===== src/rtl/ascon_reg_pkg.sv =====
// rtl/ascon_reg_pkg.sv - register map, bus types and FSM encoding shared by the Ascon register initiator
package ascon_reg_pkg;

    localparam logic [31:0] ASCON_STATE_OFFS  = 32'h0000_0000;
    localparam logic [31:0] ASCON_CTRL_OFFS   = 32'h0000_0028;
    localparam logic [31:0] ASCON_STATUS_OFFS = 32'h0000_002C;
    localparam logic [31:0] ASCON_CTRL_START  = 32'h0000_0001;
    localparam int          ASCON_NUM_WORDS   = 10;

    typedef logic [4:0][63:0] ascon_state_t;

    typedef struct packed {
        logic [31:0] addr;
        logic        write;
        logic [31:0] wdata;
        logic [3:0]  wstrb;
        logic        valid;
    } reg_req_t;

    typedef struct packed {
        logic [31:0] rdata;
        logic        error;
        logic        ready;
    } reg_rsp_t;

    typedef enum logic [2:0] {
        ST_IDLE,
        ST_WR_STATE,
        ST_WR_START,
        ST_WAIT,
        ST_RD_STATE,
        ST_RESP
    } ascon_init_state_e;

    // Word 2k carries state[k][31:0], word 2k+1 carries state[k][63:32]
    function automatic logic [31:0] ascon_word_offs(input logic [3:0] idx);
        return ASCON_STATE_OFFS + {26'd0, idx, 2'b00};
    endfunction

endpackage


===== src/rtl/ascon_reg_xfer.sv =====
// rtl/ascon_reg_xfer.sv - single register transfer: drives one request and reports its completion
module ascon_reg_xfer
    import ascon_reg_pkg::*;
(
    input  logic        start,
    input  logic [31:0] addr,
    input  logic        write,
    input  logic [31:0] wdata,
    output reg_req_t    reg_req,
    input  reg_rsp_t    reg_rsp,
    output logic        done,
    output logic        error,
    output logic [31:0] rdata
);

    // Inputs come straight from the sequencer's registers, so the request
    // stays stable for as long as start is held waiting for ready.
    always_comb begin
        reg_req = '0;
        if (start) begin
            reg_req.valid = 1'b1;
            reg_req.addr  = addr;
            reg_req.write = write;
            reg_req.wdata = write ? wdata : 32'h0;
            reg_req.wstrb = 4'hF;
        end
    end

    assign done  = start && reg_rsp.ready;
    assign error = done && reg_rsp.error;
    assign rdata = reg_rsp.rdata;

endmodule


===== src/rtl/ascon_reg_initiator.sv =====
// rtl/ascon_reg_initiator.sv - host-side sequencer that loads, starts and reads back the Ascon accelerator
// Optional: ASCON_REG_INITIATOR_INTR_WAIT_EN waits on intr_i instead of polling STATUS.
module ascon_reg_initiator
    import ascon_reg_pkg::*;
#(
    parameter logic [31:0] BaseAddr = 32'h0,
    parameter int          PollMax  = 1024
) (
    input  logic         clk_i,
    input  logic         rst_n_i,
    input  logic         cmd_valid_i,
    output logic         cmd_ready_o,
    input  ascon_state_t cmd_state_i,
    output logic         rsp_valid_o,
    input  logic         rsp_ready_i,
    output ascon_state_t rsp_state_o,
    output logic         rsp_error_o,
    output reg_req_t     reg_req_o,
    input  reg_rsp_t     reg_rsp_i,
    input  logic         intr_i,
    output logic         busy_o
);

    localparam int            PW        = $clog2(PollMax + 1);
    localparam logic [3:0]    LAST_WORD = 4'(ASCON_NUM_WORDS - 1);
    localparam logic [PW-1:0] POLL_LAST = PW'(PollMax - 1);

    ascon_init_state_e state_q, state_d;
    logic [3:0]        word_q, word_d;
    logic [PW-1:0]     poll_q, poll_d;
    logic              err_q, err_d;
    logic [319:0]      cmd_q, cmd_d;
    logic [319:0]      res_q, res_d;
    logic              cmd_ready_q, rsp_valid_q;

    logic        xfer_start, xfer_write, xfer_done, xfer_error;
    logic [31:0] xfer_addr, xfer_wdata, xfer_rdata;

`ifdef ASCON_REG_INITIATOR_INTR_WAIT_EN
    logic intr_q;
    always_ff @(posedge clk_i or negedge rst_n_i) begin
        if (!rst_n_i) intr_q <= 1'b0;
        else          intr_q <= intr_i;
    end
`else
    logic unused_intr;
    assign unused_intr = intr_i;
`endif

    always_ff @(posedge clk_i or negedge rst_n_i) begin
        if (!rst_n_i) begin
            state_q     <= ST_IDLE;
            word_q      <= '0;
            poll_q      <= '0;
            err_q       <= 1'b0;
            cmd_q       <= '0;
            res_q       <= '0;
            cmd_ready_q <= 1'b0;
            rsp_valid_q <= 1'b0;
        end else begin
            state_q     <= state_d;
            word_q      <= word_d;
            poll_q      <= poll_d;
            err_q       <= err_d;
            cmd_q       <= cmd_d;
            res_q       <= res_d;
            cmd_ready_q <= (state_d == ST_IDLE);
            rsp_valid_q <= (state_d == ST_RESP);
        end
    end

    always_comb begin
        state_d    = state_q;
        word_d     = word_q;
        poll_d     = poll_q;
        err_d      = err_q;
        cmd_d      = cmd_q;
        res_d      = res_q;
        xfer_start = 1'b0;
        xfer_write = 1'b0;
        xfer_addr  = '0;
        xfer_wdata = '0;

        case (state_q)
            ST_IDLE: begin
                if (cmd_valid_i && cmd_ready_q) begin
                    cmd_d   = cmd_state_i;
                    res_d   = '0;
                    word_d  = '0;
                    poll_d  = '0;
                    err_d   = 1'b0;
                    state_d = ST_WR_STATE;
                end
            end
            ST_WR_STATE: begin
                xfer_start = 1'b1;
                xfer_write = 1'b1;
                xfer_addr  = BaseAddr + ascon_word_offs(word_q);
                xfer_wdata = cmd_q[{word_q, 5'b0} +: 32];
                if (xfer_error) begin
                    err_d   = 1'b1;
                    state_d = ST_RESP;
                end else if (xfer_done) begin
                    word_d  = (word_q == LAST_WORD) ? 4'd0 : word_q + 4'd1;
                    state_d = (word_q == LAST_WORD) ? ST_WR_START : ST_WR_STATE;
                end
            end
            ST_WR_START: begin
                xfer_start = 1'b1;
                xfer_write = 1'b1;
                xfer_addr  = BaseAddr + ASCON_CTRL_OFFS;
                xfer_wdata = ASCON_CTRL_START;
                if (xfer_error) begin
                    err_d   = 1'b1;
                    state_d = ST_RESP;
                end else if (xfer_done) begin
                    state_d = ST_WAIT;
                end
            end
            ST_WAIT: begin
`ifdef ASCON_REG_INITIATOR_INTR_WAIT_EN
                if (intr_q) begin
                    word_d  = '0;
                    state_d = ST_RD_STATE;
                end else if (poll_q == POLL_LAST) begin
                    err_d   = 1'b1;
                    state_d = ST_RESP;
                end else begin
                    poll_d = poll_q + 1'b1;
                end
`else
                xfer_start = 1'b1;
                xfer_addr  = BaseAddr + ASCON_STATUS_OFFS;
                if (xfer_error) begin
                    err_d   = 1'b1;
                    state_d = ST_RESP;
                end else if (xfer_done) begin
                    if (xfer_rdata[0]) begin
                        word_d  = '0;
                        state_d = ST_RD_STATE;
                    end else if (poll_q == POLL_LAST) begin
                        err_d   = 1'b1;
                        state_d = ST_RESP;
                    end else begin
                        poll_d = poll_q + 1'b1;
                    end
                end
`endif
            end
            ST_RD_STATE: begin
                xfer_start = 1'b1;
                xfer_addr  = BaseAddr + ascon_word_offs(word_q);
                // A failed read leaves its word at zero; earlier words are kept
                if (xfer_error) begin
                    err_d   = 1'b1;
                    state_d = ST_RESP;
                end else if (xfer_done) begin
                    res_d[{word_q, 5'b0} +: 32] = xfer_rdata;
                    word_d  = (word_q == LAST_WORD) ? 4'd0 : word_q + 4'd1;
                    state_d = (word_q == LAST_WORD) ? ST_RESP : ST_RD_STATE;
                end
            end
            ST_RESP: begin
                if (rsp_valid_q && rsp_ready_i) state_d = ST_IDLE;
            end
            default: state_d = ST_IDLE;
        endcase
    end

    ascon_reg_xfer u_xfer (
        .start   (xfer_start),
        .addr    (xfer_addr),
        .write   (xfer_write),
        .wdata   (xfer_wdata),
        .reg_req (reg_req_o),
        .reg_rsp (reg_rsp_i),
        .done    (xfer_done),
        .error   (xfer_error),
        .rdata   (xfer_rdata)
    );

    assign cmd_ready_o = cmd_ready_q;
    assign rsp_valid_o = rsp_valid_q;
    assign rsp_state_o = res_q;
    assign rsp_error_o = err_q;
    assign busy_o      = (state_q != ST_IDLE);

endmodule


===== config.mk =====
export PLATFORM = sky130hd
export DESIGN_NAME = ascon_reg_initiator
export DESIGN_NICKNAME = d
export VERILOG_FILES = /design/src/rtl/ascon_reg_pkg.sv /design/src/rtl/ascon_reg_xfer.sv /design/src/rtl/ascon_reg_initiator.sv
export SDC_FILE = /design/constraint.sdc
export NUM_CORES = 2
export LEC_CHECK = 0
export BUFFER_PORTS_ARGS = -buffer_cell sky130_fd_sc_hd__buf_2
export CAP_MARGIN = 20
export CELL_PAD_IN_SITES_DETAIL_PLACEMENT = 0
export CELL_PAD_IN_SITES_GLOBAL_PLACEMENT = 1
export CORE_AREA = 2 2 290 292
export CTS_BUF_LIST = sky130_fd_sc_hd__clkbuf_4 sky130_fd_sc_hd__clkbuf_8
export CTS_CLUSTER_DIAMETER = 120
export DETAILED_ROUTE_END_ITERATION = 8
export DIE_AREA = 0 0 292 294
export GPL_TIMING_DRIVEN = 1
export MAX_ROUTING_LAYER = met4
export PLACE_DENSITY = 0.7
export SLEW_MARGIN = 5
export SYNTH_ARGS = -nofsm -noshare
export SYNTH_HDL_FRONTEND = slang
export SYNTH_HIERARCHICAL = 1
export SYNTH_SLANG_ARGS = --single-unit

===== constraint.sdc =====
create_clock -name clk_i -period 3.2 [get_ports clk_i]
set_clock_uncertainty 0.05 [all_clocks]
set_input_delay 0.48 -clock clk_i [delete_from_list [all_inputs] [get_ports clk_i]]
set_output_delay 0.48 -clock clk_i [all_outputs]
set_load 0.01 [all_outputs]

==> results.txt <==
yosys warns: 6
GPL Wtd Cong: 0.832
Period minus WS final: 3.36 ns
number of H-tree levels: 3
first-pass GRT wire length: 161 mm
TritonCTS Sinks: 661
num rows: 106
Die Ht: 294 um
ys async rst share: 1.00
vias in the first global route: 24.6k
Max Root-Sink Buffers: 3
Final Net Count: 4149
unrepaired setup endpoints after global routing: true
CP Max Fanout: 7
Worst setup EP type: primary output
die area: 85800 sq um
Filler Cells Inserted: 7898
Max IR drop VDD: 0.454 mV
Post-synth EDFFs: 0
main flop type after synthesis: dfrtp_1
total gr overflow: 0
Detail Placement HPWL: 74.9 mm
Root Driver: clkbuf_8
Yosys reg bits: 661
Max Freq: 0.298 GHz
PwrDens: 764 nW/um^2
Hold Path Class: input port to flop
failing checks: setup timing
register area share after synthesis: 0.577
DR iter-0 viols: 1621
Register Area: 16600 sq um
cell area after synthesis: 28700 sq um
CTS Buf Count: 113
max-cap viol count: 0
Die X: 292 um
initial core utilization: 0.346
Tcrit/Tclk final: 1.05
final setup vio count: 28
area grow syn2layout: 39.1%
share of layout cells above drive strength 1: 0.302
Pins Over Slew Limit: 0
worst slew margin relative to its limit: 0.372
Synth cell types: 60
DR WL/cell: 22.0 um
total iterations of the first detailed-routing run: 5
multi-input logic area: 11000 sq um
final WL: 110 mm
status: complete, but fails checks
WP data arrival: 2.83 ns
vias: 24.6k
worst skew pair latency: 0.71 ns
CP required: 2.67 ns
kind of start point of the critical path: flop
syn avg cell area: 10.4 sq um
Worst Path Class, Setup: flop to primary output
Core ar.: 82900 sq um
worst-margin pin slew: 0.943 ns
CTS clock-pin slew for the worst setup and hold paths: 0.06 ns
vias per inst: 4.95
dominant cell type by area after synthesis: dfrtp_1
PortBufs: 723
top cells by area, synth: dfrtp_1 (58%), nand2_1 (15%), a22o_1 (7.8%), mux4_2 (5.0%), mux2i_1 (2.3%)
Yosys top cell area share: 0.577
total track usage: 0.258
setup TNS: -2.17 ns
worst hold slack: 0.0720 ns
largest net degree at the start of global routing: 136
Final Total Pwr: 0.0305 W
CTS tree: built
DRC viols: 0
leak pwr: 20.9 nW
top-level port count: 753
Final Core Density: 0.481
Antenna Nets Post-Route: 0
initial antenna violation count: 25
cell count after synthesis: 2747
Final Hold Viols: 0
Worst Slack Setup Final: -0.160 ns
-- layer usage --
layer	vias up	routed length (um)	part of all wire	track usage
met1	12100	44600	0.41	0.314
met2	956	53100	0.48	0.423
met4	0	4680	0.043	0.0971
met3	216	7110	0.065	0.0553
li1	11400	-	-	-
met5	-	0	0	-
-- report_power, final --
| part | switching, W | total [W] | internal, W |
|---|---|---|---|
| clock | 0.00370 | 0.00864 | 0.00494 |
| sequential | 0.00116 | 0.0116 | 0.0104 |
| combinational | 0.00577 | 0.0103 | 0.00449 |
| total | 0.0106 | 0.0305 | 0.0198 |
-- sequential cells by signal, summed over array words and instances, names as in the netlist --
signal and cells:
cmd_ready_o 1, rsp_state_o 320, rsp_valid_o 1, poll_q 11, state_q 3, word_q 4
cmd_q 320, rsp_error_o 1
-- cell usage after synthesis (all sizes together), types with 7 or more instances --
library cell and count:
a21oi 9, a22o 257, and2 36, and3 35, buf 194, clkbuf 70
dfrtp 661, inv 8, mux2i 67, mux4 64, nand2 1111, nand2b 8
nand3 12, nor2 20, nor3 10, o21ai 79, o22ai 35, xnor2 7
-- final timing paths --
path,slack [ns],to,depth (start not counted),startpoint
worst max-delay path,-0.16,reg_req_o[31],7,word_q[0]$_DFFE_PN0P_
worst min-delay path,0.07,rsp_state_o[173]$_DFFE_PN0P_,3,reg_rsp_i[15]
worst max register to register,0.25,rsp_state_o[215]$_DFFE_PN0P_,8,word_q[0]$_DFFE_PN0P_
worst min register to register,0.42,cmd_q[95]$_DFFE_PN0P_,2,cmd_q[95]$_DFFE_PN0P_
max in group asynchronous,1.70,cmd_q[66]$_DFFE_PN0P_,3,rst_n_i
min in group asynchronous,0.26,rsp_state_o[154]$_DFFE_PN0P_,2,rst_n_i
-- critical path: stages (launching register included) --
cell and delay, ns:
dfrtp_4 0.51, buf_16 0.18, buf_12 0.14, mux4_2 0.61
mux2i_1 0.22, o22ai_1 0.10, and3_1 0.21, buf_6 0.14
-- cell families after synthesis --
logic type | Yosys count | share of synthesized area
simple gates | 1265 | 0.179
flops | 661 | 0.577
compound gates | 405 | 0.116
buf+inv | 272 | 0.0504
mux | 131 | 0.0736
xor+xnor | 7 | 0.00214
fa+ha+maj | 5 | 0.00218
other cells | 1 | 0.000131
-- what timing repair did --
| item | 4_1_cts | 5_1_grt |
|---|---|---|
| buffers inserted | 12 | 19 |
| resized for setup | 36 | 24 |
| pin swaps | 13 | 11 |
| hold buffers | 328 | 0 |
| endpoints found under the hold margin | 368 | 0 |
| endpoints found under the setup margin | 36 | 37 |
| gates cloned | 5 | 0 |
-- per-stage QoR --
step | cell area, sq um | worst slack, ns | cells
after global placement | 33300 | 0.330 | 4388
after floorplan | 28800 | 0.0668 | 2774
after CTS | 39600 | -0.263 | 4936
final | 39900 | -0.160 | 4978
after global routing | 39900 | -0.310 | 4978
after detailed placement | 33300 | 0.333 | 4388
-- placed cells by master, fill, tap and decap left out, drive strengths merged, types with 6 or more instances in the layout --
| cell | netlist | final |
|---|---|---|
| xnor2 | 7 | 7 |
| diode | 0 | 25 |
| a21oi | 9 | 9 |
| mux4 | 64 | 64 |
| dfrtp | 661 | 661 |
| mux2i | 67 | 67 |
| nor2 | 20 | 20 |
| conb | 1 | 28 |
| inv | 8 | 13 |
| nand2 | 1111 | 1111 |
| clkbuf | 70 | 189 |
| and3 | 35 | 35 |
| dlygate4sd3 | 0 | 328 |
| a22o | 257 | 257 |
| nand3 | 12 | 12 |
| o21ai | 79 | 79 |
| buf | 194 | 831 |
| nor3 | 10 | 10 |
| and2 | 36 | 36 |
| clkinv | 0 | 6 |
| o22ai | 35 | 35 |
| nand2b | 8 | 8 |
-- layout make-up --
cell class / count / share of cell area
Antenna cell: 25 / 0.00157
Tap cell: 1080 / 0.0339
Sequential cell: 661 / 0.415
Clock inverter: 15 / 0.00605
Timing Repair Buffer: 1160 / 0.208
Multi-Input combinational cell: 1841 / 0.275
Inverter: 8 / 0.000753
Clock buffer: 188 / 0.0594
Note: power is estimated with default switching activity, not from simulation.
